`src/rtl/ram_modport.sv`:
```
// ---------------------------------------------------------------------------
// ram_modport
//
// Simple dual-port synchronous RAM: one write port and one read port with
// independent addresses. Both ports are gated by a shared chip select. Read
// data is registered, so it appears one cycle after the edge that sampled
// the read request.
//
// Ports:
//   clk    in   1           single clock, all actions on the rising edge
//   rst    in   1           synchronous, active-high reset. Clears rdata and
//                           every memory word, and overrides cs/wen/ren
//   cs     in   1           chip select. When low, neither port has effect
//   wen    in   1           write enable
//   ren    in   1           read enable
//   waddr  in   ADDR_WIDTH  write address
//   wdata  in   DATA_WIDTH  write data (stored exactly)
//   raddr  in   ADDR_WIDTH  read address
//   rdata  out  DATA_WIDTH  registered read data. Holds its value when idle
//
// A read and a write to the same address in the same cycle return the old
// contents (read-before-write). The new value is visible to the next read.
// ---------------------------------------------------------------------------
module ram_modport #(
    parameter int DATA_WIDTH = 8,
    parameter int ADDR_WIDTH = 4
) (
    input  logic                  clk,
    input  logic                  rst,
    input  logic                  cs,
    input  logic                  wen,
    input  logic                  ren,
    input  logic [ADDR_WIDTH-1:0] waddr,
    input  logic [DATA_WIDTH-1:0] wdata,
    input  logic [ADDR_WIDTH-1:0] raddr,
    output logic [DATA_WIDTH-1:0] rdata
);

    localparam int DEPTH = 2 ** ADDR_WIDTH;

    logic [DATA_WIDTH-1:0] mem [DEPTH];

    logic wr_fire;
    logic rd_fire;

    // Each port takes effect only when it is enabled and the chip is selected.
    // Reset is handled in the sequential block and takes priority there.
    assign wr_fire = cs & wen;
    assign rd_fire = cs & ren;

    // NOTE: this memory must be cleared in a single reset cycle. That rules
    // out a RAM macro, so the array is built from flops with a reset. The
    // non-blocking assignments give read-before-write with no bypass logic:
    // the read samples mem[raddr] before the write commits at the same edge.
    always_ff @(posedge clk) begin
        if (rst) begin
            rdata <= '0;
            for (int i = 0; i < DEPTH; i++) begin
                mem[i] <= '0;
            end
        end else begin
            if (rd_fire) begin
                rdata <= mem[raddr];
            end
            if (wr_fire) begin
                mem[waddr] <= wdata;
            end
        end
    end

endmodule

```
`config.mk`:
```
export PLATFORM = sky130hd
export DESIGN_NAME = ram_modport
export DESIGN_NICKNAME = d
export VERILOG_FILES = /design/src/rtl/ram_modport.sv
export SDC_FILE = /design/constraint.sdc
export NUM_CORES = 1
export LEC_CHECK = 0
export ABC_AREA = 1
export ABC_CLOCK_PERIOD_IN_PS = 2100
export CELL_PAD_IN_SITES_DETAIL_PLACEMENT = 1
export CELL_PAD_IN_SITES_GLOBAL_PLACEMENT = 1
export CORE_MARGIN = 4
export CORE_UTILIZATION = 43
export DETAILED_ROUTE_END_ITERATION = 8
export PLACE_DENSITY_LB_ADDON = 0.1
export SYNTH_ARGS = -nofsm -noshare
export SYNTH_HDL_FRONTEND = slang
export SYNTH_SLANG_ARGS = --single-unit
```
`constraint.sdc`:
```
create_clock -name clk -period 2.1 [get_ports clk]
set_input_delay 0.63 -clock clk [delete_from_list [all_inputs] [get_ports clk]]
set_output_delay 0.63 -clock clk [all_outputs]
set_load 0.01 [all_outputs]
```
==> impl_metrics.json <==
{
  "drtAntennaViolNets": 0,
  "pin_count": 29,
  "via_count": 4948,
  "fin_crit_ns": 1.965,
  "worst-endpoint-required_ns": 2.19,
  "grt_max_degree": 65,
  "final_common_cell": "nand2_1",
  "grt-ovfl-total": 0,
  "drt_iter0_drc": 371,
  "yosys_warnings": 0,
  "post-route-period-util_pct": 93.56,
  "cts_tree": "yes",
  "critPathArrivalTime_ns": 2.05,
  "clockBufferDepth": 2,
  "final_cell_mix": "nand2_1, nor2_1, edfxtp_1",
  "max_freq_ghz": 0.5090,
  "setup_slack_ns": 0.1352,
  "p_per_area_nw_per_um2": 856.9,
  "grt_util_met3_pct": 3.957,
  "syn_nets": 677,
  "grt_pass1_vias": 5275,
  "max_cap_viol_count": 0,
  "rr_worst_depth": 8,
  "cts_buffers": 17,
  "grt_use_total_pct": 24.38,
  "worstSetupPathType": "in2reg",
  "setup_viol": 0,
  "tns_ns": 0,
  "power.leakage_nw": 3.409,
  "grtUsageMet2_pct": 42.23,
  "slowest_stage": "clkdlybuf4s50_1",
  "worstMarginPinSlew_ns": 0.5739,
  "wl_per_cell_um": 20.63,
  "critical_path.top_delay_family": "simple AND/OR/NAND/NOR gates",
  "dp_worst_setup_slack_ns": -0.2900,
  "initial_core_util_pct": 43.64,
  "drv_slew": 0,
  "endpoint_kind": "flip-flop",
  "dpl.hpwl_um": 12810,
  "nFillCells": 1622,
  "crit_buf_inv": 2,
  "finalNonFillerCells": 920,
  "synth_seq_cells": 136,
  "grt_pass1_wl_um": 29660,
  "portBuffers": 28,
  "drive_above_1_share_pct": 15.35,
  "worstPathCellList": "clkdlybuf4s50_1 > nand3_4 > nor3_4 > buf_4 > nand2_4 > nand2_1",
  "drc": 0,
  "coreArea_sq_um": 14480,
  "num_rows": 44,
  "yosysSeqAreaShare_pct": 63.37,
  "htreeDepth": 4,
  "antenna_cells": 0,
  "die-area_sq_um": 16700,
  "hp-class": "reg2reg",
  "insertion_delay_ns": 0.42,
  "die_h_um": 129.2,
  "area_delta_synth_final_pct": 25.45,
  "avgViaCountPerCell": 5.378,
  "post_cts_resized": 0,
  "netlist_instances": 656,
  "synth_area_sq_um": 6319,
  "outcome": "finished clean",
  "hold_violations": 0,
  "clk_pin_slew_ns": 0.06,
  "skew_ns": 0.004930,
  "cts_root_buf": "clkbuf_16",
  "nNetsFinal": 744,
  "holdBufCountCts": 0,
  "vdd_drop_max_mv": 0.5837,
  "setup.worst_path.start_class": "input port",
  "firstDrtPassIters": 5,
  "slew_headroom_pct": 61.69,
  "cts.sinks": 136,
  "rsz0062_at_grt": "false",
  "cts_setup_buffers": 0,
  "gp_congestion": 0.8357,
  "hold_path_depth": 4,
  "use_met1_pct": 30.93,
  "path_depth": 6,
  "fp.dieW_um": 129.2,
  "crit_fanout": 8,
  "dp.cells": 888,
  "synth_cell_types": 16,
  "drt_wl_total_um": 18980,
  "cpPeakStageDelay_ns": 0.52,
  "antenna_found_initial": 0,
  "synth_area_per_cell_sq_um": 9.632,
  "top_usage_layer": "met2"
}
-- cell families (layout without fill, tap and decap cells) --
logic type / after synthesis / in the layout / synth area share [%]
DFF: 136 / 136 / 63.37
buffers and inverters: 62 / 142 / 4.139
and+or+nand+nor: 458 / 458 / 32.50
-- synth_stat cells --
| cell | count | area (sq um) |
|---|---|---|
| inv_1 | 24 | 90.09 |
| buf_6 | 1 | 11.26 |
| nor2_1 | 139 | 521.8 |
| nor3_4 | 4 | 65.06 |
| nand3_4 | 1 | 17.52 |
| nand3_1 | 104 | 520.5 |
| dfxtp_1 | 8 | 160.2 |
| clkbuf_1 | 20 | 75.07 |
| buf_2 | 13 | 65.06 |
| nor2_2 | 8 | 50.05 |
| buf_1 | 1 | 3.750 |
| clkinv_4 | 1 | 8.760 |
| inv_2 | 2 | 7.510 |
| edfxtp_1 | 128 | 3844 |
| nand2_4 | 16 | 180.2 |
| nand2_1 | 186 | 698.2 |
-- final timing paths --
| path | endpoint | slack [ns] | startpoint |
|---|---|---|---|
| setup / recovery | mem[1][2] | 0.14 | cs |
| hold / removal | rdata[7] | 0.58 | rdata[7] |
| setup reg to reg | rdata[2] | 0.84 | mem[13][2] |
| hold reg to reg | rdata[7] | 0.58 | rdata[7] |
-- routing by layer --
metal,routed length [um],part of all wire (%),up-vias
met5,0,0,-
met1,7826,41,2475
met2,9779,52,138
met4,461,2.4,0
met3,909,4.8,36
li1,-,-,2299
-- layout make-up --
cell class                 count  area [sq um]  share of cell area, %
clock inverter                12         132.6                  1.673
multi-input combinational    458          2053                  25.90
inverter                      27         106.4                  1.342
timing repair buffer          83         963.4                  12.15
tap                          184         230.2                  2.905
sequential                   136          4004                  50.51
clock buffer                  20         436.7                  5.509
-- worst register-to-register path, delay by kind of cell, from the launching register on --
family | cells | cell delay (ns)
AND/OR/NAND/NOR | 7 | 0.73
buffers and inverters | 1 | 0.03
flip-flops | 1 | 0.38
-- power breakdown --
part	switching [mW]	internal (mW)	leakage, nW
registers	0.0480	3.11	1.28
logic	0.435	0.245	1.85
clock network	1.12	1.84	0.277
total	1.60	5.19	3.41
-- per-stage QoR --
| step | total power [mW] | hold slack (ns) | instance area, sq um | util (%) |
|---|---|---|---|---|
| 6_report | 6.792 | 0.5772 | 7926 | 54.74 |
| 5_1_grt | 7.017 | 0.6164 | 7926 | 54.74 |
| 4_1_cts | 6.821 | 0.5824 | 7926 | 54.74 |
| 3_5_place_dp | 3.894 | 0.5734 | 7357 | 50.81 |
| 3_3_place_gp | 3.867 | 0.5587 | 7357 | 50.81 |
| 2_1_floorplan | 3.534 | 0.5815 | 6319 | - |
-- sequential cells by signal, indices dropped and copies added, names as in the netlist --
register  flops
mem         128
rdata         8
No activity file was read; power rests on OpenSTA's default activity.
==> variant 1, RTL diff (same settings) <==
Change the parameter `ADDR_WIDTH` from 4 to 3.
--- a/src/rtl/ram_modport.sv
+++ b/src/rtl/ram_modport.sv
@@ -23,7 +23,7 @@
 // ---------------------------------------------------------------------------
 module ram_modport #(
     parameter int DATA_WIDTH = 8,
-    parameter int ADDR_WIDTH = 4
+    parameter int ADDR_WIDTH = 3
 ) (
     input  logic                  clk,
     input  logic                  rst,
Ports: changed (resized raddr and waddr); port bits go from 29 to 27. The function was not compared with the original's and may differ.
==> variant 1 against the original RTL <==
Synthesized cell count is 41% lower. Cell count is 40% lower. Total power is 54% lower. Setup slack better by 0.090 ns. Sequential power is 47% lower. Hold slack worse by 0.016 ns. Design area is 46% lower. Register-to-register slack better by 0.23 ns. Die area is 42% lower. Clock skew is 0.0018 ns higher. Area after synthesis is 44% lower. Sequential cell count is 64 lower. Non-clock buffer count is 26 lower. Wire length is 50% lower. Highest routed layer unchanged.
==> variant 1: results (changes against the original RTL) <==
Nets=464 (-38%); worst r2r path cells=6 (-2); vias in the first global route=2777 (-47%); top flop regs=mem x64, rdata x8; status=completed; dpl ws=-0.156 ns (+0.134 ns); DRT iter0 DRCs=182 (-51%); skew final=0.00669 ns (+0.00176 ns); CTS root buf=clkbuf_8; post-synth net total=409 (-40%); met1 WL=4390 um (-44%); Clock transition at path regs=0.08 ns (+0.02 ns); GRT Total Usage=20.5% (-3.9 points); Worst EP arrival=1.89 ns (-0.16 ns); WL final=9420 um (-50%); first-pass GRT wire length=14900 um (-50%); Slew headroom=66.1% (+4.4 points); hold path depth=2 (-2); most frequent cells after synthesis=82 x nand2_1, 78 x inv_1, 67 x nor2_1; VDD IR max=0.000358 V (-39%); largest net degree at the start of global routing=33 (-49%); Seq/Total Area, Yosys=59.1% (-4.3 points); met3 WL=412 um (-55%); WL met2=4500 um (-54%); Hold Crit Start=rdata[0]; CTS Buf Count=9 (-8)
## variant 1: cell count changes in the layout (fill, tap and decap cells not counted), sizes merged, moves of 2 or more
cell / change
nand3: -56
edfxtp: -64
clkbuf: -10
o21ai: +8
a21oi: +8
nor2: -78
nor3: -4
buf: -25
inv: +55
bufinv: -2
clkinv: -6
nand2: -112
## variant 1: area by class of cell
class | instances | area share, %
clock buffer | 10 | 2.98
inverter | 81 | 7.09
tap | 102 | 2.98
sequential | 72 | 48.5
multi-input combinational | 224 | 24.1
timing repair buffer | 57 | 13.0
clock inverter | 6 | 1.40
## variant 1: worst max path at each step
| stage | cells after the start | start | slack, ns | endpoint |
|---|---|---|---|---|
| finish | 6 | cs | 0.22 | mem[6][2] |
| global route | 6 | cs | 0.17 | mem[6][2] |
| CTS | 6 | cs | 0.21 | mem[6][3] |
| detailed placement | 6 | cs | -0.16 | mem[6][7] |
| global placement | 6 | cs | -0.07 | mem[6][7] |
| floorplan | 5 | rst | 0.40 | mem[0][0] |
## variant 1: cells by family (layout without fill, tap and decap cells)
kind of cell / after synthesis / in the layout / share of synthesized area (%)
and+or+nand+nor: 208 / 208 / 26.2
buffers and inverters: 94 / 154 / 11.6
AOI/OAI and AO/OA: 16 / 16 / 3.13
DFF: 72 / 72 / 59.1
## variant 1: through the flow
step                      hold WS [ns]  utilization, %  total power, mW  area (um2)  cells
after floorplan                  0.587               -             1.90        3520    390
after global placement           0.536            52.3             2.07        4100    536
after detailed placement         0.538            52.3             2.09        4100    536
after CTS                        0.561            54.7             3.13        4290    552
after global routing             0.586            54.7             3.25        4290    552
final                            0.562            54.7             3.11        4290    552
## variant 1: worst min-delay path: stages (launching register included)
cell and delay [ns]:
dfxtp_1 0.33, o21ai_0 0.10, a21oi_2 0.10
## variant 1: power breakdown
group | total [mW] | internal, mW | switching (mW)
Sequential | 1.66 | 1.64 | 0.0266
Combinational | 0.386 | 0.148 | 0.238
Clock | 1.06 | 0.542 | 0.518
Total | 3.11 | 2.33 | 0.782
## variant 1: metal layers
layer | global-route usage (%) | vias to the layer above
met4 | 6.30 | 0
met1 | 28.7 | 1287
li1 | - | 1325
met3 | 3.18 | 9
met5 | 0 | -
met2 | 33.1 | 70
==> variant 2, RTL diff (config.mk and constraints unchanged) <==
Made on the original files. Register the inputs `cs`, `wen`, `ren`, `waddr`, `wdata` and `raddr` before use. The logic sees them one clock later.
--- a/src/rtl/ram_modport.sv
+++ b/src/rtl/ram_modport.sv
@@ -38,6 +38,22 @@
 
     localparam int DEPTH = 2 ** ADDR_WIDTH;
 
+    logic cs_q;
+    logic wen_q;
+    logic ren_q;
+    logic [ADDR_WIDTH-1:0] waddr_q;
+    logic [DATA_WIDTH-1:0] wdata_q;
+    logic [ADDR_WIDTH-1:0] raddr_q;
+
+    always_ff @(posedge clk) begin
+        cs_q    <= cs;
+        wen_q   <= wen;
+        ren_q   <= ren;
+        waddr_q <= waddr;
+        wdata_q <= wdata;
+        raddr_q <= raddr;
+    end
+
     logic [DATA_WIDTH-1:0] mem [DEPTH];
 
     logic wr_fire;
@@ -45,8 +61,8 @@
 
     // Each port takes effect only when it is enabled and the chip is selected.
     // Reset is handled in the sequential block and takes priority there.
-    assign wr_fire = cs & wen;
-    assign rd_fire = cs & ren;
+    assign wr_fire = cs_q & wen_q;
+    assign rd_fire = cs_q & ren_q;
 
     // NOTE: this memory must be cleared in a single reset cycle. That rules
     // out a RAM macro, so the array is built from flops with a reset. The
@@ -60,10 +76,10 @@
             end
         end else begin
             if (rd_fire) begin
-                rdata <= mem[raddr];
+                rdata <= mem[raddr_q];
             end
             if (wr_fire) begin
-                mem[waddr] <= wdata;
+                mem[waddr_q] <= wdata_q;
             end
         end
     end
Formal check against the unedited RTL: not equivalent (Yosys sat finds a counterexample within 4 cycles, from zero or initial values and one cycle with rst high).
==> variant 2 against the original RTL <==
Design area increased by 1.9%. Setup slack about the same. Sequential power is 9.5% higher. Sequential share of layout area increased by 3.8 points. Sequential cell count rose by 19. Total power rose by 2.4%. Utilization fell by 1.6 points. Largest cell class unchanged. Global-route usage fell by 2.3 points. Die area up 5.3%. Critical path type unchanged. Critical path depth unchanged. Register-to-register slack lost 0.48 ns. Wire length decreased by 2.8%. Area after synthesis up 5.7%.
==> variant 2: results (changes against the original RTL) <==
status=completed; post-synthesis mux area share=0% (unchanged); skew final=0.0126 ns (+0.00763 ns); Slew headroom=65.1% (+3.4 points); post-synthesis adder-cell area fraction=0% (unchanged); share of layout cells above drive strength 1=14.8% (-0.51 points); Crit. Startpoint=rst; CTS root buf=clkbuf_16; ys flop type=edfxtp_1; largest net degree at the start of global routing=65 (unchanged); Worst R2R Setup Slack=0.36 ns (-0.48 ns); Synth async-reset ratio=0% (unchanged); GP Congestion=0.791 (-5.3%); worst min path class=flop to flop; dpl ws=-0.306 ns (-0.0164 ns); vias in the first global route=5102 (-3.3%); worst r2r path cells=5 (-3); Hold WS=0.569 ns (-0.00854 ns); port buffer count=28 (unchanged); worst r2r src=waddr_q[1]; Nets=756 (+1.6%); Highest Clock Rate=0.509 GHz (about the same); Pleak=3.51 nW (+3.1%); count of cell types in the netlist=17 (+1); Setup crit end=mem[12][6]; most frequent cells after synthesis=187 x nand2_1, 139 x nor2_1, 128 x edfxtp_1; CTS Buffer Depth=2 (unchanged); WL final=18500 um (-2.8%); Seq/Total Area, Yosys=65.7% (+2.3 points); H-tree depth=4 (unchanged); DRT Pass-1 Iters=5 (unchanged); first-pass GRT wire length=28900 um (-2.5%); switching pwr=1.70 mW (+6.3%); Crit Path Max Fanout=8 (unchanged); DRT iter0 DRCs=409 (+10%); EDFF count, synth=128 (unchanged); setup total negative slack=0 ns (unchanged); top flop regs=mem x128, rdata x8, wdata_q x8; VDD IR max=0.000764 V (+31%); synth top area cells=edfxtp_1 58%, nand2_1 11%, dfxtp_1 8.1%; XOR/XNOR Fraction of Synth Area=0% (unchanged); Placed Instance Area=0.00751 mm2 (+2.1%); Synth Area in Compound Gates=0% (unchanged); # diodes=0 (unchanged); FF-to-FF End=mem[10][0]; Worst EP arrival=2.06 ns; Skew-Pair Late Insertion Delay=0.43 ns; hpwl dp=12200 um (-4.5%); GRT Total Usage=22.1% (-2.3 points); post-synth net total=696 (+2.8%); vias per inst=5.26 (-2.3%); CTS Buf Count=17 (unchanged); Yosys warning count=0 (unchanged)
==> variant 2: cell count changes after synthesis, sizes merged <==
cell / change
dfxtp: +19
==> variant 2: logic make-up after synthesis <==
family,count (synthesis)
buf+inv,62
flops,155
simple gates,458
==> variant 2: area by class of cell <==
cell class,instances,area (um2)
Sequential cell,155,4390
Clock buffer,20,468
Timing Repair Buffer,76,753
Fill cell,1680,7120
Tap cell,188,235
Inverter,27,106
Clock inverter,12,101
Multi-Input combinational cell,458,2030
==> variant 2: layer usage <==
layer  GRT usage (%)  share of wire (%)  vias up
li1                -                  -     2344
met1            28.9                 43     2418
met3            5.55                5.1       29
met2            36.5                 50      128
met5               0                  0        -
met4            6.76                1.8        0
==> variant 2: power by group through the flow <==
stage	Sequential [mW]	Clock, mW	Combinational [mW]
after floorplan	3.52	0	0.297
after global placement	3.53	0	0.543
after detailed placement	3.53	0	0.555
after CTS	3.47	2.98	0.560
after global routing	3.47	3.15	0.608
final	3.46	2.94	0.554
==> variant 2: how the worst min path moves through the flow <==
stage                          start          to  cells past startpoint
after detailed placement    rdata[2]    rdata[2]                      4
final                       rdata[2]    rdata[2]                      4
after global placement      rdata[1]    rdata[1]                      4
after CTS                   rdata[2]    rdata[2]                      4
after floorplan           wdata_q[7]   mem[0][7]                      2
after global routing        wdata[6]  wdata_q[6]                      1
==> variant 2: worst max-delay path, cell delays in order <==
cell and delay [ns]:
clkdlybuf4s50_1 0.50, clkinv_4 0.10, nand3_4 0.12, nor3_4 0.26
nand2_1 0.14, nand2_1 0.30
==> variant 2: metrics by stage <==
step                power [mW]  utilization, %  instances
floorplan                 3.81               -        675
global placement          4.07            49.4        904
detailed placement        4.09            49.4        904
CTS                       7.00            53.2        936
global route              7.23            53.2        936
finish                    6.96            53.2        936
